[src/rtl/bcd_pkg.sv]
// Shared BCD types, digit limits and the digit validity check.
package bcd_pkg;

  typedef logic [3:0] bcd_digit_t;

  localparam bcd_digit_t BCD_MAX = 4'd9;
  localparam bcd_digit_t BCD_MIN = 4'd0;

  function automatic logic is_valid_bcd(input bcd_digit_t digit);
    return (digit <= BCD_MAX);
  endfunction

endpackage

[src/rtl/bcd_digit.sv]
// One BCD digit of the ripple chain: next value and carry/borrow out.
module bcd_digit
  import bcd_pkg::*;
(
  input  bcd_digit_t cur,
  input  logic       up,
  input  logic       cin,
  output bcd_digit_t nxt,
  output logic       cout
);

  // Step only when a carry/borrow arrives; 9->0 going up, 0->9 going down.
  // A digit above 9 cannot be held, but it is treated like 9 so the chain
  // would still recover to a legal value.
  always_comb begin
    nxt  = cur;
    cout = 1'b0;
    if (cin) begin
      if (up) begin
        if (cur >= BCD_MAX) begin
          nxt  = BCD_MIN;
          cout = 1'b1;
        end else begin
          nxt = cur + 4'd1;
        end
      end else begin
        if (cur == BCD_MIN) begin
          nxt  = BCD_MAX;
          cout = 1'b1;
        end else begin
          nxt = cur - 4'd1;
        end
      end
    end
  end

endmodule

[src/rtl/bcd_counter.sv]
// N-digit BCD up/down counter with validated parallel load, wrap or
// saturate at the terminal count, and registered tc / load_err pulses.
module bcd_counter
  import bcd_pkg::*;
#(
  parameter int NUM_DIGITS = 3,
  parameter bit SATURATE   = 1'b0
) (
  input  logic                    clk,
  input  logic                    reset,
  input  logic                    en,
  input  logic                    up,
  input  logic                    load,
  input  logic [4*NUM_DIGITS-1:0] load_val,
  output logic [4*NUM_DIGITS-1:0] q,
  output logic                    tc,
  output logic                    load_err
);

  localparam int W = 4 * NUM_DIGITS;

  logic [W-1:0]          q_q, q_d;
  logic [W-1:0]          step_val;
  logic                  tc_q, tc_d;
  logic                  err_q, err_d;
  logic [NUM_DIGITS:0]   carry;
  logic                  load_ok;

  // The carry out of the top digit is set exactly when an enabled step
  // starts from all-9s (up) or all-0s (down), i.e. the terminal count.
  assign carry[0] = en;

  for (genvar g = 0; g < NUM_DIGITS; g++) begin : g_digit
    bcd_digit u_digit (
      .cur  (q_q[4*g +: 4]),
      .up   (up),
      .cin  (carry[g]),
      .nxt  (step_val[4*g +: 4]),
      .cout (carry[g+1])
    );
  end

  // Accept a load only if every digit is a legal BCD digit.
  always_comb begin
    load_ok = 1'b1;
    for (int k = 0; k < NUM_DIGITS; k++) begin
      if (!is_valid_bcd(load_val[4*k +: 4])) load_ok = 1'b0;
    end
  end

  // Next state: load beats count; both pulses default low every cycle.
  always_comb begin
    q_d   = q_q;
    tc_d  = 1'b0;
    err_d = 1'b0;
    if (load) begin
      if (load_ok) q_d   = load_val;
      else         err_d = 1'b1;
    end else if (en) begin
      tc_d = carry[NUM_DIGITS];
      if (SATURATE && carry[NUM_DIGITS]) q_d = q_q;
      else                               q_d = step_val;
    end
  end

  // State registers with synchronous reset taking priority over everything.
  always_ff @(posedge clk) begin
    if (reset) begin
      q_q   <= '0;
      tc_q  <= 1'b0;
      err_q <= 1'b0;
    end else begin
      q_q   <= q_d;
      tc_q  <= tc_d;
      err_q <= err_d;
    end
  end

  assign q        = q_q;
  assign tc       = tc_q;
  assign load_err = err_q;

endmodule

[config.mk]
export PLATFORM = sky130hd
export DESIGN_NAME = bcd_counter
export DESIGN_NICKNAME = d
export VERILOG_FILES = /design/src/rtl/bcd_pkg.sv /design/src/rtl/bcd_digit.sv /design/src/rtl/bcd_counter.sv
export SDC_FILE = /design/constraint.sdc
export NUM_CORES = 1
export LEC_CHECK = 0
export BUFFER_PORTS_ARGS = -buffer_cell sky130_fd_sc_hd__buf_2
export CAP_MARGIN = 15
export CORE_MARGIN = 3
export CORE_UTILIZATION = 56
export CTS_BUF_LIST = sky130_fd_sc_hd__clkbuf_8
export DETAILED_ROUTE_END_ITERATION = 12
export PLACE_DENSITY = 0.89
export SKIP_LAST_GASP = 1
export SYNTH_ARGS = -nofsm -noshare
export SYNTH_HDL_FRONTEND = slang
export SYNTH_SLANG_ARGS = --single-unit
[constraint.sdc]
create_clock -name clk -period 2.6 [get_ports clk]
set_clock_uncertainty 0.2 [all_clocks]
set_input_delay 0.26 -clock clk [delete_from_list [all_inputs] [get_ports clk]]
set_output_delay 0.26 -clock clk [all_outputs]
set_load 0.05 [all_outputs]
* Yosys cells after proc, flatten, opt, wreduce, memory -nomap -nowiden
Cells that the tools add are included.
** Word-level totals
- Output and inout port bits :: 14
- Flip-flop bits (word level) :: 14
** Cells by class
- Magnitude comparators :: 6
- Bitwise logic cells :: 3
- Multiplexer cells :: 29
- Reduce and logical (&&, ||, !) cells :: 11
- Equal/unequal tests :: 1
- Add/sub/neg operators :: 6
** Operators by type and width (count)
- $mux W4 :: 11
- $mux W12 :: 3
- $mux W1 :: 15
- $add A4 B1 Y4 const B :: 3
- $ge A4 B4 Y1 const B :: 3
- $le A4 B4 Y1 const B :: 3
- $logic_not A4 Y1 :: 3
- $sub A4 B1 Y4 const B :: 3
- $reduce_and A3 Y1 :: 2
- $reduce_bool A2 Y1 :: 3
- $reduce_or A4 Y1 :: 1
- $not A1 Y1 :: 3
- $ne A2 B1 Y1 const B :: 1
- $reduce_and A2 Y1 :: 1
- $reduce_or A2 Y1 :: 1

* Longest topological paths before layout
- Depth in word-level cells :: 8
- Depth in mapped cells :: 7

* Cells and area by module
From an unflattened synthesis, not the netlist that was laid out.
** Second synthesis, totals
- Cell total of the unflattened synthesis :: 189
- Area total of the unflattened synthesis :: 1695.4 µm²
** By module, submodules not included
- bcd_digit :: cells each 38, area each 290.3 µm², times used 3
- bcd_counter :: cells each 75, area each 824.5 µm², times used 1

* Worst setup path after synthesis
No wires, ideal clock.
- Path type :: reg2reg
- Start :: reg q_q[1] (netlist: q[1])
- End :: reg q_q[4] (netlist: q[4])
- Path buffers :: 0
- Arrival :: 2.144 ns
- Path slack :: 0.142 ns
- Period minus slack after synthesis :: 2.458 ns
- Stages on the path, launching flop included :: 8
- Path through :: dfxtp_1 > inv_1 > ha_1 > or3b_4 > o2bb2ai_4 > a31o_2 > o211a_1 > o21a_1
** Between the ends
- Cells in the longest elaborated chain, start to end :: 6
- Elaborated cells on any way between the ends :: 8
- Classes of those cells :: 1 x order compare; 4 x mux; 3 x reduce/logical
** Ends and longest elaborated chain
- from (decl) :: RTL line bcd_counter.sv:22 : logic [W-1:0] q_q, q_d;
- from (signal assigned) :: RTL line bcd_counter.sv:73 : q_q <= q_d;
- $ge A4 B4 Y1 / $logic_not A4 Y1 (equally long branches) :: RTL line bcd_digit.sv:20, bcd_digit.sv:27
- $mux W1, on equally long branches :: RTL line bcd_digit.sv:20, bcd_digit.sv:27
- $mux W1 * :: RTL line bcd_digit.sv:19 : if (up) begin
- $mux W1 * :: RTL line bcd_digit.sv:18 : if (cin) begin
- $reduce_bool A2 Y1 (no line) *
- $reduce_and A3 Y1 (no line) *
Mark *: on every way between the ends. The rest lies on a longest branch, timed or not.
A chain may end at the register's enable or synchronous reset.

* Final worst setup path
- Start :: reg q_q[4] (netlist: q[4])
- End :: reg q_q[11] (netlist: q[11])
The elaborated chain is that of the path after synthesis.

==> impl.org <==
** Run status
- The flow ran to the end, and the final reports show no timing, DRC or antenna violations.

** Timing
- Least-Margin Pin Slew :: 0.5565 ns
- Final worst-path setup slack :: around 0.17 ns
- Setup repair after global routing left no endpoint under its margin.
- Final count of hold timing violations :: 0
- Total Negative Setup Slacks :: 0 ns
- Dividing the final minimum period by the clock period gives 93.42%.
- Clock period minus final worst setup slack :: 2.429 ns
- In this run the tightest slew margin relative to its limit is 62.67%.
- Achievable Freq :: between 400 and 500 MHz
- Setup violations remaining at the end of the flow were counted as 0.
- Slew Viols, Final :: 0

** Placement
- Prior to clock tree synthesis, the placed netlist has a worst setup slack of roughly 0.26 ns.
- Post-Place Cell Area :: approximately 0.0015 mm²
- Post-detail-place hpwl :: 2.749 mm
- Port-buffer cells :: 30
- Last weighted congestion value of the routability-driven placer :: 0.9185

** Hold path
- The startpoint identified for the worst hold timing path is load_val[9].
- Hold depth :: 3
- The worst hold path terminates at q[9].
- In this run the worst hold path is classified as input pin to register.

** Worst setup path
- Worst Setup Start Kind :: register
- Across all register-to-register paths, the minimum setup slack is 0.17 ns.
- Crit-path max FO :: 8
- Data on the critical path is required at its endpoint by 2.54 ns.
- Critical R2R Capture :: q[11]
- Critical R2R Launch :: q[4]
- Critical Path AT :: 2.37 ns
- The setup path with the least slack is of type register to register.
- Worst Reg-to-Reg Cells :: 7
- The worst setup path is captured at a register.

** Global route
- Global routing used 38.34% of the available met2 tracks.
- Global routing consumed, on the met3 layer, 5.841% of the routing resources.
- Global routing used a little under 30% of the available met1 tracks.
- Top Usage Layer GRT :: met2
- The via count of the first global-routing pass is 1300.
- Overall fraction of global-route tracks in use :: 22.78%
- Global routing finished with a remaining overflow of 0.
- The first global-routing pass estimated 5.837 mm of wire.
- Number of antenna violations at the first check in global routing :: 0
- Entering global routing, the biggest net connects 28 pins.

** Logic synthesis
- The share of the Yosys chip area taken by registers is between 20% and 30%.
- Count of flip-flops with a built-in enable after synthesis :: 0
- Post-Synthesis Cells :: 175
- Most used flip-flop cell after synthesis :: dfxtp_1
- Count of synthesis-stage warnings from yosys :: 0
- The synthesized netlist contains 52 unique library cells.
- Cell area after technology mapping :: 0.001356 mm²
- Synthesis produced a netlist with a net count of a little over 200.
- Post-synthesis sequential element count :: 14
- Asr flop ratio synth :: 0%
- Post-synthesis area per instance :: 7.750 µm²

** Route
- Number of iterations in the first detailed-routing pass :: 4
- Final Routed Wirelength :: 3.657 mm
- Dividing the detail-routed wire length by the instance count gives 16.18 µm.
- Drc violations :: 0
- The detailed router finished its first iteration with 76 violations.
- Post-DRT Antenna Nets :: 0
- Vias per cell :: 6.350
- Vias after detailed routing :: 1435

** Floorplan
- For this configuration, the core starts out at a cell density of 60.16%.
- Count of boundary I/O pins :: 31
- Floorplan die width :: 55.22 µm
- Full die area :: 0.003049 mm²
- The die is roughly 55 µm tall.
- The floorplan step defined a core boundary enclosing between 0.002 and 0.0025 mm².
- After floorplanning, the core was divided into 17 placement rows.

** Pwr
- For this design the static power due to leakage is 0.6448 nW.
- Areal power density over the cells :: a little over 500 mW/mm²
- VDD sags by at most 0.4566 mV.

** Clock network
- Clock-pin transition on the worst setup and hold timing paths :: approximately 0.060 ns
- Setup bufs post-CTS :: 0
- Number of H-tree branching levels :: 1
- Total clock buffers created by CTS :: 3
- In this run, post-CTS repair resized a total of 0 instances.
- CTS saw 14 sinks.
- No sink is reached through more buffers than the 2 on the longest clock path.
- Clock tree from TritonCTS :: yes
- Clock Latency Late Sink :: about 0.25 ns
- Count of hold buffers inserted by post-cts repair :: 0
- The tree is rooted in a clkbuf_8.

** Final layout
- Nets :: ~230
- Area growth from synthesis to layout :: 13.28%
- Share of post-route cells with drive strength above 1 :: between 20% and 30%
- After routing the design area is 0.001536 mm².
- Layout fillers :: 202
- Total inserted antenna cells :: 0

** Job
- MaxCap Viol Count :: 0
layer usage:
layer / vias up / wire (µm)
met2: 72 / 1767
li1: 699 / -
met1: 660 / 1557
met4: 0 / 23
met5: - / 0
met3: 4 / 309
metrics by stage:
stage	std cells	hold WS (ns)	util, %	power [W]
after floorplan	175	0.2395	-	0.0004980
after global placement	222	0.3237	65.70	0.0005493
after detailed placement	222	0.3523	65.70	0.0005625
after CTS	226	0.1109	68.15	0.0007808
after global routing	226	0.1408	68.15	0.0008240
final	226	0.1083	68.15	0.0007872
how the worst max path moves through the flow:
| stage | startpoint | to | slack [ns] | depth (start not counted) |
|---|---|---|---|---|
| detailed placement | q[4] | q[11] | 0.26 | 7 |
| global placement | q[0] | q[10] | 0.38 | 7 |
| finish | q[4] | q[11] | 0.17 | 7 |
| global route | q[4] | q[8] | 0.07 | 7 |
| CTS | q[4] | q[11] | 0.24 | 7 |
| floorplan | q[1] | q[4] | 0.14 | 7 |
worst max-delay path, stage by stage (launching register included):
cell	delay (ns)
dfxtp_1	0.39
inv_1	0.11
ha_1	0.30
nor3b_1	0.46
o22ai_2	0.20
a41oi_4	0.38
a2111oi_2	0.07
a31o_2	0.23
synth_stat cells (all sizes together) (2+ instances only):
master / n / area share (%)
a211oi: 3 / 1.7
a21oi: 15 / 5.8
a221oi: 2 / 1.3
a311o: 2 / 1.5
a311oi: 2 / 1.3
a31o: 2 / 1.3
a31oi: 3 / 1.4
and3: 4 / 1.8
buf: 5 / 2.8
clkbuf: 6 / 1.7
dfxtp: 14 / 21
ha: 10 / 9.2
inv: 15 / 4.2
nand2: 10 / 2.8
nand2b: 3 / 1.4
nand3: 5 / 1.8
nand4: 3 / 1.4
nor2: 13 / 3.6
nor3: 4 / 1.5
nor3b: 3 / 1.7
o211ai: 3 / 1.7
o21ai: 14 / 5.2
o221ai: 2 / 1.3
o32ai: 2 / 1.3
or3: 2 / 0.92
or3b: 5 / 3.6
xnor2: 2 / 1.3
cell usage in the layout (no fill, tap or decap), types with 5 or more instances in the layout:
cell type,count
a21oi_1,14
buf_2,30
dfxtp_1,14
ha_1,10
inv_1,15
nand2_1,10
nand3_1,5
nor2_1,13
o21ai_0,14
power by group:
part	internal (W)	switching, W	total [W]
clock network	0.000134	0.0000894	0.000224
logic	0.000111	0.000187	0.000299
registers	0.000230	0.0000348	0.000265
state kept, by name, summed over array words and instances (netlist names):
signal / count
tc: 1
load_err: 1
q: 12
area by class of cell:
type / instances / area [µm²] / area share, %
tap: 28 / 35.03 / 2.280
multi-input combinational: 134 / 955.9 / 62.22
timing repair buffer: 30 / 150.1 / 9.772
clock buffer: 4 / 55.05 / 3.583
sequential: 14 / 280.3 / 18.24
inverter: 16 / 60.06 / 3.909
cell families after synthesis:
group / synth area share (%)
compound gates: 35.52
xor+xnor: 1.938
fa+ha+maj: 9.225
buf+inv: 8.855
flops: 20.66
mux: 0.7380
simple gates: 23.06
Note: power is estimated with default switching activity, not from simulation.
